`src/rtl/external_pin_debounce_if.sv`:
```
// external_pin_debounce_if: pin-side and core-side signals of one debounced ExternalPin.
interface external_pin_debounce_if #(parameter int WIDTH = 32);
    logic [WIDTH-1:0] pin_in, pin_out, out_write_v, stable, change_mask;
    logic             out_write__ENA, out_write__RDY, change__RDY, change__ENA, change_overrun;
    logic [15:0]      glitch_count;
    modport master (
        output pin_in, out_write__ENA, out_write_v, change__ENA,
        input  pin_out, out_write__RDY, stable, change__RDY, change_mask, change_overrun, glitch_count
    );
    modport slave (
        input  pin_in, out_write__ENA, out_write_v, change__ENA,
        output pin_out, out_write__RDY, stable, change__RDY, change_mask, change_overrun, glitch_count
    );
endinterface

```
`src/rtl/external_pin_debounce.sv`:
```
// external_pin_debounce: synchronise and debounce an ExternalPin bus, queue change events, drive pin_out.
// Define EXTERNAL_PIN_DEBOUNCE_GLITCH_COUNT_EN to build the saturating glitch counter.
module external_pin_debounce #(
    parameter int WIDTH           = 32,
    parameter int SYNC_STAGES     = 2,
    parameter int DEBOUNCE_CYCLES = 16
) (
    input logic                  CLK,
    input logic                  nRST,
    external_pin_debounce_if.slave bus
);
    localparam int CW = $clog2(DEBOUNCE_CYCLES + 1);
    localparam logic [CW-1:0] LAST = CW'(DEBOUNCE_CYCLES - 1);

    logic [SYNC_STAGES-1:0][WIDTH-1:0] sync_q;
    logic [WIDTH-1:0][CW-1:0]          cnt_q, cnt_d;
    logic [WIDTH-1:0]                  s, stable_q, flip, mask_q, pout_q;
    logic                              rdy_q, ovr_q, ack;

    assign s   = sync_q[SYNC_STAGES-1];
    assign ack = bus.change__ENA & rdy_q;

    always_comb begin
        for (int i = 0; i < WIDTH; i++) begin
            flip[i]  = s[i] != stable_q[i] && cnt_q[i] == LAST;
            cnt_d[i] = (s[i] == stable_q[i] || flip[i]) ? '0 : cnt_q[i] + CW'(1);
        end
    end

    // flip only fires on a mismatch, so toggling stable is the same as loading s
    always_ff @(posedge CLK or negedge nRST) begin
        if (!nRST) begin
            sync_q   <= '0;
            cnt_q    <= '0;
            stable_q <= '0;
            rdy_q    <= 1'b0;
            mask_q   <= '0;
            ovr_q    <= 1'b0;
            pout_q   <= '0;
        end else begin
            sync_q   <= {sync_q[SYNC_STAGES-2:0], bus.pin_in};
            cnt_q    <= cnt_d;
            stable_q <= stable_q ^ flip;
            rdy_q    <= (rdy_q & ~ack) | (|flip);
            mask_q   <= (ack ? '0 : mask_q) | flip;
            ovr_q    <= (ack ? 1'b0 : ovr_q) | (|(flip & mask_q & ~{WIDTH{ack}}));
            if (bus.out_write__ENA) pout_q <= bus.out_write_v;
        end
    end

`ifdef EXTERNAL_PIN_DEBOUNCE_GLITCH_COUNT_EN
    logic [WIDTH-1:0] glitch;
    logic [15:0]      gcnt_q;
    always_comb begin
        for (int i = 0; i < WIDTH; i++) glitch[i] = s[i] == stable_q[i] && cnt_q[i] != '0;
    end
    always_ff @(posedge CLK or negedge nRST) begin
        if (!nRST) gcnt_q <= '0;
        else if (|glitch && gcnt_q != 16'hFFFF) gcnt_q <= gcnt_q + 16'd1;
    end
    assign bus.glitch_count = gcnt_q;
`else
    assign bus.glitch_count = '0;
`endif

    assign bus.pin_out        = pout_q;
    assign bus.out_write__RDY = 1'b1;
    assign bus.stable         = stable_q;
    assign bus.change__RDY    = rdy_q;
    assign bus.change_mask    = mask_q;
    assign bus.change_overrun = ovr_q;
endmodule

```
`src/flat_wrapper.sv`:
```
// flat-port wrapper written by rule: the top's interface ports become plain ports
module external_pin_debounce_flat 
#(
    parameter int WIDTH           = 32,
    parameter int SYNC_STAGES     = 2,
    parameter int DEBOUNCE_CYCLES = 16
)
  (CLK, nRST, bus_pin_in, bus_out_write__ENA, bus_out_write_v, bus_change__ENA, bus_pin_out, bus_out_write__RDY, bus_stable, bus_change__RDY, bus_change_mask, bus_change_overrun, bus_glitch_count);
  external_pin_debounce_if #(.WIDTH(WIDTH)) bus_i ();
  input logic CLK;
  input logic nRST;
  input wire logic [$bits(bus_i.pin_in)-1:0] bus_pin_in;
  input wire logic [$bits(bus_i.out_write__ENA)-1:0] bus_out_write__ENA;
  input wire logic [$bits(bus_i.out_write_v)-1:0] bus_out_write_v;
  input wire logic [$bits(bus_i.change__ENA)-1:0] bus_change__ENA;
  output wire logic [$bits(bus_i.pin_out)-1:0] bus_pin_out;
  output wire logic [$bits(bus_i.out_write__RDY)-1:0] bus_out_write__RDY;
  output wire logic [$bits(bus_i.stable)-1:0] bus_stable;
  output wire logic [$bits(bus_i.change__RDY)-1:0] bus_change__RDY;
  output wire logic [$bits(bus_i.change_mask)-1:0] bus_change_mask;
  output wire logic [$bits(bus_i.change_overrun)-1:0] bus_change_overrun;
  output wire logic [$bits(bus_i.glitch_count)-1:0] bus_glitch_count;
  assign bus_i.pin_in = bus_pin_in;
  assign bus_i.out_write__ENA = bus_out_write__ENA;
  assign bus_i.out_write_v = bus_out_write_v;
  assign bus_i.change__ENA = bus_change__ENA;
  assign bus_pin_out = bus_i.pin_out;
  assign bus_out_write__RDY = bus_i.out_write__RDY;
  assign bus_stable = bus_i.stable;
  assign bus_change__RDY = bus_i.change__RDY;
  assign bus_change_mask = bus_i.change_mask;
  assign bus_change_overrun = bus_i.change_overrun;
  assign bus_glitch_count = bus_i.glitch_count;
  external_pin_debounce #(.WIDTH(WIDTH), .SYNC_STAGES(SYNC_STAGES), .DEBOUNCE_CYCLES(DEBOUNCE_CYCLES)) u_core (.CLK(CLK), .nRST(nRST), .bus(bus_i));
endmodule
```
`config.mk`:
```
export PLATFORM = sky130hd
export DESIGN_NAME = external_pin_debounce_flat
export DESIGN_NICKNAME = d
export VERILOG_FILES = /design/src/rtl/external_pin_debounce_if.sv /design/src/rtl/external_pin_debounce.sv /design/src/flat_wrapper.sv
export SDC_FILE = /design/constraint.sdc
export NUM_CORES = 1
export LEC_CHECK = 0
export CAP_MARGIN = 30
export CORE_MARGIN = 10
export CORE_UTILIZATION = 50
export CTS_BUF_LIST = sky130_fd_sc_hd__clkbuf_16
export CTS_CLUSTER_SIZE = 25
export DETAILED_ROUTE_END_ITERATION = 16
export PLACE_DENSITY = 0.75
export SLEW_MARGIN = 20
export SYNTH_ARGS = -nofsm -noshare
export SYNTH_HDL_FRONTEND = slang
export SYNTH_SLANG_ARGS = --single-unit
```
`constraint.sdc`:
```
create_clock -name CLK -period 2.4 [get_ports CLK]
set_clock_uncertainty 0.1 [all_clocks]
set_input_delay 0.6 -clock CLK [delete_from_list [all_inputs] [get_ports CLK]]
set_output_delay 0.6 -clock CLK [all_outputs]
set_load 0.05 [all_outputs]
```
==> out/results.ini <==
[pwr]
leakagePower_nw=8.239
swShare_pct=24.97
power.density_nw_per_um2=769.4
pwr-share-clk_pct=41.4
seq_power_share_pct=48.4
power_frac_comb_pct=10.2
p_int_mw=9.139
peakVddDrop_uv=544.3
netSwitchingPower_mw=3.041

[yosys]
syn_area_um2=12660
syn-mean-instance-area_um2=12.14
ys_seq_area_share_pct=63.65
synth_cell_types=24
syn_inst=1043
yosys_warnings=0
yosys_register_bits=322

[global_route]
grt_pass1_wl_mm=41.23
grt_pass1_vias=8254
grt_max_degree=72
gr-total-overflow=0
antenna_found_initial=0
grtUsageTotal_pct=16.11

[setup_path]
rr_endpoint=u_core.bus.change_overrun
critPathLaunchType=flip-flop
crit_type=flip-flop to primary output
cp_slowest_stage_delay_ps=810
cp.buffers_inverters=1
r2r-start=u_core.cnt_q[40]
cp_num_cells=1
crit_start=u_core.bus.pin_out[20]
worstSetupEndpointType=primary output
reg2regPathDepth=7
critPathCapture=bus_pin_out[20]
ff2ff_setup_slack_ps=80
cp_slowest_cell=clkdlybuf4s50_1
path_max_fanout=2
critical-path-top-delay-family=buffers and inverters
cp_cell_sequence=clkdlybuf4s50_1
cp_data_required_time_ps=1700
cp.arrival_ps=1650

[worst_hold_path]
hp-class=flip-flop to flip-flop
hold_depth=0

[routing]
vias_per_cell=4.814
ant_nets=0
drc=0
drtIter0Drc=363
via_count=7736
wl_per_cell_um=15.62
wl_mm=25.10
dr.pass1.iters=6

[clocking]
post_cts_buffers=0
clock_latency_ps=500
cts_tree=yes
cts.clk_slew.worst_paths_ps=60
cts_root_buf=clkbuf_16
clock-sinks=322
numCtsBuffers=35
cts_buffer_depth=3
h-tree-depth=2

[floorplan]
fp.coreArea_um2=25040
die_x_um=179.1
die_h_um=179.1
start_util_pct=50.56
die_area_um2=32080
boundaryPins=183
rows=58

[placed_design]
dp_hpwl_mm=18.49
place.gp.congestion=0.7575
io_buffers=165

[timing]
slew_headroom_pct=63.48
finalSetupViolCount=0
rsz0062_at_grt=false
hold_viol=0
fin_crit_ps=2352
maxSlewViolCount=0
tns_ps=0
worstMarginPinSlew_ps=550.0
fmax_ghz=0.4252
period_share_pct=97.99

[layout]
finalNetCount=1383
num_antenna_cells=0
drive_gt1_share_pct=10.57
final_core_util_pct=63.23
nFillCells=1930
seq_area_um2=8058
multiInputGateArea_um2=4257
syn_to_final_growth_pct=25.04
mostFrequentLayoutCells=322 x dfrtp_1, 160 x nor2_1, 94 x nand2_1
final_common_cell=dfrtp_1

[outcome]
status=finished clean

[job]
cap_violations=0

## per-layer routing
metal  routed length [µm]  up-vias  track usage [%]  share of wire [%]
met5                    0        -                0                  0
met4                  410        0            4.476                1.6
met3                 2688       29            7.077                 11
met2                12020      185            26.43                 48
met1                 9983     3745            18.92                 40
li1                     -     3777                -                  -
## flip-flops by register name, indices dropped and copies added, names as in the netlist, named ones only
register	flops
u_core.bus.change_overrun	1
u_core.bus.pin_out	32
u_core.bus.change_mask	32
u_core.bus.change__RDY	1
u_core.sync_q	32
u_core.s	32
u_core.cnt_q	160
## synthesized netlist by cell type, drive strengths merged
| cell type | instances | share of area (%) |
|---|---|---|
| xor2 | 64 | 4.4 |
| nand3 | 66 | 2.6 |
| conb | 2 | 0.059 |
| a221oi | 1 | 0.069 |
| a32oi | 1 | 0.069 |
| dfrtp | 322 | 64 |
| xnor2 | 32 | 2.2 |
| nor2 | 160 | 4.7 |
| mux2 | 64 | 5.7 |
| a311oi | 1 | 0.069 |
| a22o | 1 | 0.069 |
| nor3 | 2 | 0.079 |
| nor4 | 2 | 0.099 |
| and3 | 32 | 1.6 |
| ha | 64 | 6.3 |
| inv | 65 | 1.9 |
| or2b | 1 | 0.059 |
| nand2 | 94 | 2.8 |
| buf | 20 | 1.1 |
| nand2b | 31 | 1.5 |
| clkbuf | 4 | 0.12 |
| nand4 | 14 | 0.69 |
## per-stage QoR
step	power, mW	instances	setup WS [ps]	hold WS (ps)	cell area (µm²)
after floorplan	6.741	1058	640.1	204.4	12720
after global placement	7.253	1543	82.31	231.4	14750
after detailed placement	7.292	1543	52.73	234.7	14750
after CTS	12.36	1607	0.6939	247.9	15780
after global routing	12.73	1607	0.4139	252.9	15830
final	12.18	1607	48.31	246.1	15830
## kinds of logic after synthesis
logic type               count (synthesis)  synth area share, %
AO/OA/AOI/OAI                            4               0.2768
XOR/XNOR                                96                6.642
adder cells (fa/ha/maj)                 64                6.325
buffers and inverters                   89                3.172
flip-flops                             322                63.65
multiplexers                            64                5.693
other                                    2              0.05932
AND/OR/NAND/NOR                        402                14.18
## worst min path at each step
stage                           start           end  slack, ps
global route        u_core.sync_q[28]  u_core.s[28]        250
finish              u_core.sync_q[31]  u_core.s[31]        250
detailed placement  u_core.sync_q[22]  u_core.s[22]        230
CTS                 u_core.sync_q[22]  u_core.s[22]        250
floorplan                        nRST     async pin        200
global placement    u_core.sync_q[10]  u_core.s[10]        230
## what timing repair did
item,in CTS,in global routing
gates resized for setup,61,22
hold endpoints to repair,33,0
setup endpoints to repair,61,22
hold buffers,1,0
## cell type report
| type | instances | share of cell area [%] |
|---|---|---|
| Inverter | 65 | 1.541 |
| Clock inverter | 26 | 1.028 |
| Clock buffer | 37 | 5.849 |
| Timing Repair Buffer | 180 | 11.18 |
| Multi-Input combinational cell | 647 | 26.89 |
| Sequential cell | 322 | 50.90 |
| Tap cell | 330 | 2.608 |
## power groups by stage
stage	combinational [mW]	sequential, mW	clock (mW)
after floorplan	0.435	6.31	0
after global placement	1.27	5.99	0
after detailed placement	1.29	6.00	0
after CTS	1.27	5.90	5.18
after global routing	1.36	5.93	5.43
final	1.24	5.90	5.04
Note: power is estimated with default switching activity, not from simulation.
